==> src/rtl/serial_subtractor.sv <==
// rtl/serial_subtractor.sv - digit-serial subtractor (ain - bin - bin_in), LSB digit first
// Optional zero/ovf flag outputs enabled by defining SERIAL_SUB_FLAGS_EN.
module serial_subtractor #(
  parameter int WIDTH = 24,
  parameter int DIGIT = 4
) (
  input  logic             clk,
  input  logic             rst_n,
  input  logic             start,
  input  logic [WIDTH-1:0] ain,
  input  logic [WIDTH-1:0] bin,
  input  logic             bin_in,
  output logic             busy,
  output logic             done,
  output logic [WIDTH-1:0] diff,
  output logic             borrow
`ifdef SERIAL_SUB_FLAGS_EN
  ,
  output logic             zero,
  output logic             ovf
`endif
);

  localparam int N  = WIDTH / DIGIT;
  localparam int CW = (N > 1) ? $clog2(N) : 1;
  localparam int SW = WIDTH - DIGIT;

  typedef enum logic [1:0] {IDLE, RUN, DONE} state_t;

  state_t           state, state_nxt;
  logic [CW-1:0]    cnt;
  logic [WIDTH-1:0] a_sh, b_sh;
  logic [SW-1:0]    shadow;
  logic [WIDTH-1:0] shadow_full;
  logic             brw;
  logic [DIGIT:0]   dsum;
  logic             last;

  assign last        = (cnt == CW'(N - 1));
  assign dsum        = {1'b0, a_sh[DIGIT-1:0]} - {1'b0, b_sh[DIGIT-1:0]} - {{DIGIT{1'b0}}, brw};
  // New digit enters at the top; after N digits the LSB digit has reached bit 0.
  assign shadow_full = {dsum[DIGIT-1:0], shadow};

  always_ff @(posedge clk or negedge rst_n) begin
    if (!rst_n) state <= IDLE;
    else        state <= state_nxt;
  end

  always_comb begin
    state_nxt = state;
    case (state)
      IDLE:    if (start) state_nxt = RUN;
      RUN:     if (last)  state_nxt = DONE;
      DONE:    state_nxt = IDLE;
      default: state_nxt = IDLE;
    endcase
  end

  always_comb begin
    busy = (state != IDLE);
    done = (state == DONE);
  end

  always_ff @(posedge clk or negedge rst_n) begin
    if (!rst_n) begin
      cnt    <= '0;
      a_sh   <= '0;
      b_sh   <= '0;
      brw    <= 1'b0;
      shadow <= '0;
      diff   <= '0;
      borrow <= 1'b0;
    end else if (state == IDLE) begin
      if (start) begin
        cnt    <= '0;
        a_sh   <= ain;
        b_sh   <= bin;
        brw    <= bin_in;
        shadow <= '0;
      end
    end else if (state == RUN) begin
      cnt    <= last ? '0 : cnt + 1'b1;
      a_sh   <= a_sh >> DIGIT;
      b_sh   <= b_sh >> DIGIT;
      brw    <= dsum[DIGIT];
      shadow <= shadow_full[WIDTH-1:DIGIT];
      if (last) begin
        diff   <= shadow_full;
        borrow <= dsum[DIGIT];
      end
    end
  end

`ifdef SERIAL_SUB_FLAGS_EN
  // On the last digit the low digit of the operand shifters holds the operand MSBs.
  always_ff @(posedge clk or negedge rst_n) begin
    if (!rst_n) begin
      zero <= 1'b0;
      ovf  <= 1'b0;
    end else if (state == RUN && last) begin
      zero <= (shadow_full == '0);
      ovf  <= (a_sh[DIGIT-1] != b_sh[DIGIT-1]) && (dsum[DIGIT-1] != a_sh[DIGIT-1]);
    end
  end
`endif

endmodule

==> config.mk <==
export PLATFORM = sky130hd
export DESIGN_NAME = serial_subtractor
export DESIGN_NICKNAME = d
export VERILOG_FILES = /design/src/rtl/serial_subtractor.sv
export SDC_FILE = /design/constraint.sdc
export NUM_CORES = 1
export LEC_CHECK = 0
export ABC_AREA = 1
export BUFFER_PORTS_ARGS = -buffer_cell sky130_fd_sc_hd__buf_4
export CORE_MARGIN = 3
export CORE_UTILIZATION = 56
export CTS_CLUSTER_SIZE = 30
export DETAILED_ROUTE_END_ITERATION = 7
export PLACE_DENSITY = 0.82
export RECOVER_POWER = 100
export SKIP_LAST_GASP = 1
export SLEW_MARGIN = 20
export SYNTH_ARGS = -nofsm -noshare
export SYNTH_HDL_FRONTEND = slang
export SYNTH_SLANG_ARGS = --single-unit
==> constraint.sdc <==
create_clock -name clk -period 4.85 [get_ports clk]
set_input_delay 1.2125 -clock clk [delete_from_list [all_inputs] [get_ports clk]]
set_output_delay 1.2125 -clock clk [all_outputs]
set_load 0.01 [all_outputs]
# Word level (Yosys, flattened, before mapping)
# Cells that the tools add are included.
dict set report totals {
  memories 0
  rom_bits 0
  ramBits 0
  regBits 99
  in_bits 52
  latch_bits 0
  output_inout_bits 27
}
dict set report classes {
  n_mux 19
  add_sub_neg 3
  magnitude_cmp 0
  shift 0
  n_div 0
  multipliers 0
  reduce_logical 6
  n_bitwise 1
  n_eq_ne 5
}
# operator count
set ops {}
lappend ops {{$mux 24} 6}
lappend ops {{$mux 20} 3}
lappend ops {{$mux 3} 4}
lappend ops {{$sub 4x4->5} 1}
lappend ops {{$sub 5x1->5} 1}
lappend ops {{$mux 2} 2}
lappend ops {{$ne 2x2->1 const B} 2}
lappend ops {{$pmux 2 s2} 1}
lappend ops {{$reduce_and 2->1} 2}
lappend ops {{$reduce_bool 2->1} 2}
lappend ops {{$add 3x1->3 const B} 1}
lappend ops {{$eq 3x3->1 const B} 1}
lappend ops {{$mux 1} 3}
lappend ops {{$reduce_and 3->1} 1}
lappend ops {{$eq 2x1->1 const B} 1}
lappend ops {{$eq 2x2->1 const B} 1}
lappend ops {{$logic_not 2->1} 1}
lappend ops {{$not 1->1} 1}

# Depth between registers and ports, before layout
dict set report logic_depth {
  ltp_word 4
  mapped_depth 11
  depth_no_buf 11
}

# Least setup slack after synthesis
# No wires, ideal clock.
dict set report synth_path {
  path_kind {register to output}
  from {register state[0]}
  to {output port busy}
  path_buffers 2
  required_time_ns 3.638
  stages_incl_launch_ff 5
  arrival_ns 0.932
  slack_ns 2.706
  cell_sequence {dfrtp_1 inv_2 nand2_2 buf_6 buf_4}
}
dict set report synth_between {
  elab_chain_len 1
}
# element line
set synth_lines {}
lappend synth_lines {{start: declaration} 30} ;# state_t state, state_nxt;
lappend synth_lines {{start signal: assignment} 46} ;# else state <= state_nxt;
lappend synth_lines {{$reduce_bool 2->1} 60} ;# busy = (state != IDLE);
lappend synth_lines {{end: declaration} 13} ;# output logic busy,
# No other way between the ends.

# Worst setup path after layout
dict set report layout_path {
  from {register state[1]}
  to {register a_sh[3]}
}
dict set report layout_between {
  elab_chain_len 3
}
# element line
set layout_lines {}
lappend layout_lines {{$eq 2x1->1 / $logic_not 2->1 (equally long branches)} {81, 73}}
lappend layout_lines {{$reduce_bool 2->1 (no line) / $ne 2x2->1 (equally long branches)} n/a}
lappend layout_lines {{$reduce_and 2->1 (no line)} n/a}
lappend layout_lines {{end signal: assignment} 76} ;# a_sh <= ain;
lappend layout_lines {{end signal: assignment} 83} ;# a_sh <= a_sh >> DIGIT;
lappend layout_lines {{end: declaration} 32} ;# logic [WIDTH-1:0] a_sh, b_sh;
# Parallel ways exist; a longest one is shown, timed or not.
# A chain may end at the register's enable or synchronous reset.

==> impl_metrics.ini <==
[worst_setup_path]
startpoint_type = flop
critPathSlowestCell = nand2_1
worstSetupPathType = flop to flop
crit_path_cell_trace = inv_6, nand2_1, nand2_1, o21ai_0
critPathCaptureType = flop
crit_path_frequent_cell = nand2_1
crit_arrival_ns = 3.58
cp_top_family = simple AND/OR/NAND/NOR gates
max_stage_delay_ns = 1.35
worstPathRequired_ns = 5.07
worst-path-buf-inv = 1
critical_path_peak_fanout = 68

[logic_synthesis]
yosys-top-cells-area = dfrtp_1 (58%), o21ai_0 (9.8%), inv_1 (7.0%), o22ai_1 (4.8%), nand2_1 (4.4%)
yosysUniqueCellTypes = 27
syn_avg_cell_area_um2 = 9.37
yosys.area.top_type_share_pct = 57.7
ys_seq_area_share_pct = 57.7
synth_nets = 518
syn_area_um2 = 4290
synth.largest_area_cell = dfrtp_1
synth-seq-cells = 99
synthCells = 458
ys_warn_count = 0

[floorplan]
die-area_um2 = 8750
start_util_pct = 58.5
die_w_um = 93.5
coreArea_um2 = 7330
ios = 79
fp.dieH_um = 93.5
rows = 31

[global_routing]
grt_pass1_wl_um = 15400
grt_usage_pct = 22.2
grt_overflow = 0
grt_max_degree = 81
antenna_found_initial = 0
grt_pass1_vias = 3315

[placement]
place_inst = 613
post-dp-hpwl_um = 6160
port_buffers = 78
place_congestion = 0.828

[power]
ir_drop_uv = 679
leakage_nw = 2.40
swShare_pct = 40.6
p_total_w = 0.00341
power_frac_comb_pct = 43.0
clkPwrFrac_pct = 17.5
power_frac_seq_pct = 39.5
power.density_nw_per_um2 = 689
p_int_w = 0.00203
p_sw_w = 0.00139

[detailed_routing]
ant_nets = 0
dr.first_iter.drc_count = 199
wl_per_cell_um = 14.7
dr_total_vias = 3365
drt-pass1-iter-count = 4
wl_um = 9230
drc_errors = 0
avgViaCountPerCell = 5.35

[clock_tree]
cts_htree_levels = 3
cts-root-buf = clkbuf_8
post_cts_resized = 0
cts.sinks = 99
cts_setup_buffers = 0
cts.path.max_buffers = 2
cts_tree = done
tritoncts.num_buffers = 9
cts_hold_buf = 0
clk_pin_slew_ns = 0.09
clk_latency_ns = 0.36

[worst_hold_path]
min-delay-path-class = flop to flop

[layout]
final_cells = 629
final_common_cell = dfrtp_1
final_nets = 585
mostFrequentLayoutCells = dfrtp_1 (99), o21ai_0 (87), inv_1 (81)
syn2layout_area_growth_pct = 15.5
drive_gt1_share_pct = 13.8
antenna_cells = 0
fill_cells = 600

[timing]
fin_crit_ns = 3.36
skew_ns = 0.0128
tns_ns = 0
maxSlewHeadroom_pct = -33.7
slew_viol_final = 150
fin_crit_sh_pct = 69.3
final-hold-violation-count = 0
worst_pin_slew_ns = 2.00
rsz0062_at_grt = false
max_freq_mhz = 297
setup_violations = 0

[status]
status = complete, but fails checks
violations = max-capacitance violations, max-slew violations

[job]
cap_violations = 2
-- synth_stat cells, drive strengths merged --
cell type and count:
xor2 1, nand4 1, buf 22, dfrtp 99, fa 2, nand3 6, xnor2 1, o31ai 1
clkbuf 3, o21ai 90, ha 6, a21oi 35, nor3 8, nor2 15, nand2 52, inv 83
o22ai 33
-- path summary, 6_finish.rpt --
path	endpoint	from	slack [ns]	depth (start not counted)
setup / recovery	a_sh[3]	state[1]	1.49	4
hold / removal	diff[12]	diff[12]	0.49	2
setup reg to reg	a_sh[3]	state[1]	1.49	4
hold reg to reg	diff[12]	diff[12]	0.49	2
max in group asynchronous	a_sh[8]	rst_n	1.62	2
min in group asynchronous	diff[10]	rst_n	1.38	1
-- logic make-up after synthesis --
family                   after synthesis  share of synthesized area, %
AO/OA/AOI/OAI                        159                          19.7
XOR/XNOR                               2                         0.408
adder cells (fa/ha/maj)                8                          2.68
buffers and inverters                108                          11.3
flip-flops                            99                          57.7
AND/OR/NAND/NOR                       82                          8.17
-- layout make-up --
cell class / instances / area, um^2 / area share [%]
timing repair buffer: 81 / 498 / 10.1
sequential: 99 / 2480 / 50.0
clock buffer: 11 / 141 / 2.85
clock inverter: 5 / 85.1 / 1.72
tap: 99 / 124 / 2.50
inverter: 83 / 317 / 6.39
multi-input combinational: 251 / 1310 / 26.5
-- worst min-delay path, stage by stage, from the launching register on --
cell	delay, ns
dfrtp_1	0.35
nand2_1	0.05
o21ai_0	0.05
-- sequential cells by signal, summed over array words and instances (netlist names) --
name	count
a_sh	24
b_sh	24
borrow	1
brw	1
cnt	3
diff	24
shadow	20
state	2
-- power by group through the flow --
stage	registers, W	logic [W]	clock network (W)
floorplan	0.00137	0.00111	0
global placement	0.00135	0.00146	0
detailed placement	0.00136	0.00154	0
CTS	0.00135	0.00155	0.000601
global route	0.00138	0.00168	0.000639
finish	0.00135	0.00147	0.000596
-- metrics by stage --
stage | utilization [%] | setup WS, ns | area, um^2 | hold slack (ns)
3_5_place_dp | 66.2 | 2.02 | 4850 | 0.470
5_1_grt | 67.6 | 1.07 | 4950 | 0.516
2_1_floorplan | - | 2.71 | 4290 | 0.449
3_3_place_gp | 66.2 | 2.06 | 4850 | 0.464
4_1_cts | 69.3 | 1.87 | 5080 | 0.494
6_report | 67.6 | 1.49 | 4950 | 0.486
-- per-layer routing --
metal  GRT usage, %  vias up  part of all wire [%]  wire length (um)
met5              0        -                     0                 0
met4           8.42        0                   1.4               131
met3           3.62       14                   4.7               436
met2           34.6       84                    49              4490
met1           31.4     1639                    45              4170
li1               -     1628                     -                 -
(Power assumes the default switching activity.)
